--- src/rtl/cdb_arbiter.sv ---
// cdb_arbiter: buffers one FU result per port and broadcasts one per cycle on the CDB
package rv32i_types;
  typedef struct packed {
    logic [5:0]  rob_index;
    logic [6:0]  pd;
    logic [31:0] result;
    logic        branch_flag;
  } cdb_t;
endpackage

module cdb_arbiter
  import rv32i_types::*;
#(
  parameter int N_FU  = 3,
  parameter int CNT_W = 32
) (
  input  logic                  clk,
  input  logic                  rst,
  input  logic [N_FU-1:0]       fu_cdb_valid,
  input  cdb_t [N_FU-1:0]       fu_cdb,
  output logic [N_FU-1:0]       fu_cdb_ready,
  input  logic                  branch_flush,
  output logic                  cdb_out_valid,
  output cdb_t                  cdb_out,
  output logic [CNT_W-1:0]      broadcast_count,
  output logic [CNT_W-1:0]      conflict_count
);
  localparam int PW = $clog2(N_FU);
  logic [N_FU-1:0] buf_valid, grant, xfer;
  cdb_t [N_FU-1:0] bufs;
  logic [PW-1:0]   rr_ptr, g;
  logic            gv;
  assign fu_cdb_ready = (rst || branch_flush) ? '0 : (~buf_valid | grant);
  assign xfer         = fu_cdb_valid & fu_cdb_ready;
  assign grant        = gv ? (N_FU'(1) << g) : '0;
  // round-robin scan from rr_ptr; a buffered mispredicted branch beats everything else
  always_comb begin
    logic          hv, lv;
    logic [PW-1:0] hg, lg;
    int            j;
    hv = 1'b0;
    lv = 1'b0;
    hg = '0;
    lg = '0;
    j  = 0;
    for (int k = 0; k < N_FU; k++) begin
      j = (int'(rr_ptr) + k) % N_FU;
      if (buf_valid[j] && bufs[j].branch_flag && !hv) begin
        hv = 1'b1;
        hg = PW'(j);
      end
      if (buf_valid[j] && !bufs[j].branch_flag && !lv) begin
        lv = 1'b1;
        lg = PW'(j);
      end
    end
    gv = hv || lv;
    g  = hv ? hg : lg;
  end
  // buffer capture, broadcast register, pointer and counters
  always_ff @(posedge clk) begin
    if (rst) begin
      buf_valid       <= '0;
      bufs            <= '0;
      rr_ptr          <= '0;
      cdb_out_valid   <= 1'b0;
      cdb_out         <= '0;
      broadcast_count <= '0;
      conflict_count  <= '0;
    end else if (branch_flush) begin
      buf_valid     <= '0;
      cdb_out_valid <= 1'b0;
      cdb_out       <= '0;
    end else begin
      buf_valid <= (buf_valid & ~grant) | xfer;
      for (int i = 0; i < N_FU; i++)
        if (xfer[i]) bufs[i] <= fu_cdb[i];
      cdb_out_valid <= gv;
      cdb_out       <= gv ? bufs[g] : '0;
      if (gv) begin
        rr_ptr          <= (g == PW'(N_FU - 1)) ? '0 : g + PW'(1);
        broadcast_count <= broadcast_count + CNT_W'(1);
      end
      if ($countones(buf_valid) > 1) conflict_count <= conflict_count + CNT_W'(1);
    end
  end
endmodule

--- config.mk ---
export PLATFORM = sky130hd
export DESIGN_NAME = cdb_arbiter
export DESIGN_NICKNAME = d
export VERILOG_FILES = /design/src/rtl/cdb_arbiter.sv
export SDC_FILE = /design/constraint.sdc
export NUM_CORES = 1
export LEC_CHECK = 0
export ABC_AREA = 1
export CORE_MARGIN = 10
export CORE_UTILIZATION = 46
export DETAILED_ROUTE_END_ITERATION = 7
export PLACE_DENSITY = 0.81
export SLEW_MARGIN = 10
export SYNTH_ARGS = -nofsm -noshare
export SYNTH_HDL_FRONTEND = slang
export SYNTH_SLANG_ARGS = --single-unit
--- constraint.sdc ---
create_clock -name clk -period 2.4 [get_ports clk]
set_input_delay 0.36 -clock clk [delete_from_list [all_inputs] [get_ports clk]]
set_output_delay 0.36 -clock clk [all_outputs]
set_load 0.1 [all_outputs]
==> impl_metrics.py <==
metrics = {
    "route": {
        "drtAntennaViolNets": 0,
        "wl_per_cell_um": 18.04,
        "initialDrtViolationCount": 1097,
        "vias": 12890,
        "post_drt_via_cell_ratio": 5.266,
        "drc": 0,
        "firstDrtPassIters": 5,
        "routed_wl_mm": 44.15,
    },
    "setup_path": {
        "cp_slowest_stage_delay_ns": 0.36,
        "r2r_start": "rr_ptr[0]$_SDFFE_PP0P_",
        "r2r_slack_ns": -0.62,
        "cp.required_ns": 2.04,
        "critPathMaxFanout": 8,
        "crit_chain": "inv_4 > ha_4 > inv_6 > nand2_1 > nand3_2 > nand2_4 > nand2_4 > nand3_2 > nor2_2 > nor2_2 > nand2_2 > nand2_4 > nand2_4 > a21oi_4 > buf_12",
        "critPathCaptureType": "primary output",
        "cp-start-kind": "flop",
        "cp_slowest_cell": "dfxtp_2",
        "path_delay_family": "simple AND/OR/NAND/NOR gates",
        "path_common_cell": "nand2_4",
        "crit_buf_inv": 3,
        "worstReg2RegEnd": "cdb_out[7]$_SDFF_PP0_",
        "rr_worst_depth": 23,
        "path_class": "reg -> out",
        "cp_data_arrival_time_ns": 2.77,
    },
    "logic_synthesis": {
        "synth.distinct_cells": 34,
        "syn_inst": 1755,
        "synthDominantCellAreaShare_pct": 43.14,
        "synth_edf_count": 0,
        "ys_async_sr_fraction_pct": 0,
        "synth-main-ff-cell": "dfxtp_1",
        "syn_avg_cell_area_um2": 6.717,
        "synthTopCellsByArea": "dfxtp_1 43%, nand2_1 16%, inv_1 8.1%",
        "ys_warn_count": 0,
        "mappedNetlistArea_mm2": 0.01179,
        "ys_seq_area_share_pct": 43.14,
        "synth_fp_nets": 1906,
        "netlist.top_cell.by_area": "dfxtp_1",
        "synth-seq-cells": 254,
    },
    "finish": {
        "fill_cells": 1933,
        "drive_gt1_share_pct": 21.27,
        "nets": 2241,
        "final_common_cell": "nand2_1",
        "fin_util_pct": 69.13,
        "syn_to_final_growth_pct": 47.68,
        "final_cells": 2447,
        "layout_common_cells": "487 x nand2_1, 249 x inv_1, 242 x dfxtp_1",
    },
    "placement": {
        "gp_congestion": 0.9633,
        "dpl.hpwl_mm": 28.16,
        "place_ws_ns": -0.3460,
        "placed_cells": 2336,
        "io_buffers": 257,
    },
    "power_and_ir_drop": {
        "finalPower_mw": 21.54,
        "irDropWorstVdd_uv": 1242,
        "p_leak_nw": 7.449,
        "power.density_mw_per_mm2": 1238,
    },
    "cts": {
        "cts_hold_buf": 0,
        "clkTransAtPathRegs_ns": 0.06,
        "cts_tree": "done",
        "clock_sinks": 254,
        "numCtsBuffers": 28,
        "cts_buffer_depth": 3,
        "cts_root_buf": "clkbuf_16",
        "cts_max_level": 1,
        "clock_latency_ns": 0.56,
    },
    "sta": {
        "final_hold_viol_count": 0,
        "fmax_mhz": 319.2,
        "fin_ws_ns": -0.7325,
        "rsz0062_at_grt": "yes",
        "maxSlewHeadroom_pct": 54.51,
        "tightest_slew_ns": 0.6824,
        "period_minus_slack_ns": 3.133,
        "post-route-period-util_pct": 130.5,
        "slew_violations": 0,
        "finalClockSkew_ns": 0.02232,
        "setup_violations": 196,
        "holdWs_ns": 0.04606,
    },
    "outcome": {
        "outcome": "finished, violations left",
        "violations": "setup timing",
    },
    "floorplan": {
        "fp-row-count": 58,
        "core_mm2": 0.02518,
        "ios": 258,
        "start_util_pct": 46.81,
        "die_h_um": 180.1,
        "die_area_mm2": 0.03243,
        "fp.dieW_um": 180.1,
    },
    "job": {
        "drv_cap": 0,
    },
    "global_routing": {
        "grt_pass1_wl_mm": 66.87,
        "grt_antenna_before_repair": 10,
        "globalRouteTotalUtil_pct": 25.03,
        "grt_max_degree": 53,
        "grt_overflow": 0,
        "first_global_vias": 12680,
    },
    "min_path": {
        "worstHoldPathType": "in -> reg",
        "hold_depth": 2,
        "hp-start": "rst",
        "worstHoldEndpoint": "bufs[91]$_SDFFE_PP0P_",
    },
}
-- area by class of cell --
type,count,area (um^2),area share (%)
Antenna cell,6,15.01,0.08625
Clock buffer,39,782.0,4.492
Clock inverter,12,82.58,0.4744
Inverter,260,1001,5.750
Multi-Input combinational cell,1151,5894,33.86
Sequential cell,254,5107,29.34
Tap cell,330,412.9,2.372
Timing Repair Buffer,395,4113,23.63
-- cells in the mapped netlist (4+ instances only) --
cell type,count
inv_2,7
ha_1,7
o21ai_0,32
a31oi_1,41
nor3b_1,5
xnor2_1,5
xor2_1,22
inv_1,253
nand3_1,84
dfxtp_1,254
nor4_1,11
o21a_1,4
buf_6,7
a21oi_1,104
nand2_1,512
buf_1,12
buf_2,15
buf_4,18
a22oi_1,5
nor2_1,206
nand4_1,62
nor3_1,28
nand2_2,6
clkbuf_1,38
-- routing by layer --
layer / GRT usage (%) / vias to the layer above / part of all wire, %
met5: 0 / - / 0.093
met4: 10.86 / 6 / 4.5
met3: 6.867 / 133 / 11
met2: 42.96 / 673 / 48
met1: 28.63 / 5895 / 37
li1: - / 6178 / -
-- sequential cells by signal, indices dropped and copies added, names as in the netlist --
signal           flops
broadcast_count     32
buf_valid            3
bufs               138
cdb_out             46
cdb_out_valid        1
conflict_count      32
rr_ptr               2
-- how the worst max path moves through the flow --
| stage | startpoint | end | slack [ns] | depth (start not counted) |
|---|---|---|---|---|
| global route | rr_ptr[0]$_SDFFE_PP0P_ | fu_cdb_ready[0] | -0.83 | 14 |
| CTS | rr_ptr[0]$_SDFFE_PP0P_ | fu_cdb_ready[1] | -0.66 | 15 |
| floorplan | rr_ptr[1]$_SDFFE_PP0P_ | fu_cdb_ready[0] | -0.15 | 14 |
| finish | rr_ptr[0]$_SDFFE_PP0P_ | fu_cdb_ready[1] | -0.73 | 15 |
| global placement | rr_ptr[0]$_SDFFE_PP0P_ | bufs[97]$_SDFFE_PP0P_ | -0.35 | 19 |
| detailed placement | rr_ptr[0]$_SDFFE_PP0P_ | bufs[97]$_SDFFE_PP0P_ | -0.35 | 19 |
-- logic make-up after synthesis --
family                     synth area share, %
DFF                                      43.14
buffers and inverters                    12.32
AOI/OAI and AO/OA                        8.842
xor gates and xnor gates                 2.006
adders and majority gates               0.7430
and+or+nand+nor                          32.95
-- through the flow --
stage	instance area, um^2	TNS (ns)
detailed placement	14990	-51.63
global placement	14990	-53.01
finish	17410	-75.93
global route	17400	-105.60
floorplan	11860	-0.2621
CTS	16830	-49.18
-- what timing repair did --
action | 4_1_cts | 5_1_grt
pin swaps | 59 | 36
hold endpoints to repair | 0 | 0
buffers inserted | 23 | 15
setup endpoints to repair | 218 | 236
gates cloned | 15 | 2
resized for setup | 106 | 93
-- report_power, final --
group / leakage (nW) / internal (mW) / switching, mW
Clock: 0.423 / 2.28 / 1.79
Sequential: 2.07 / 4.45 / 0.136
Combinational: 4.96 / 5.98 / 6.91
Total: 7.45 / 12.7 / 8.84
(Power assumes the default switching activity.)
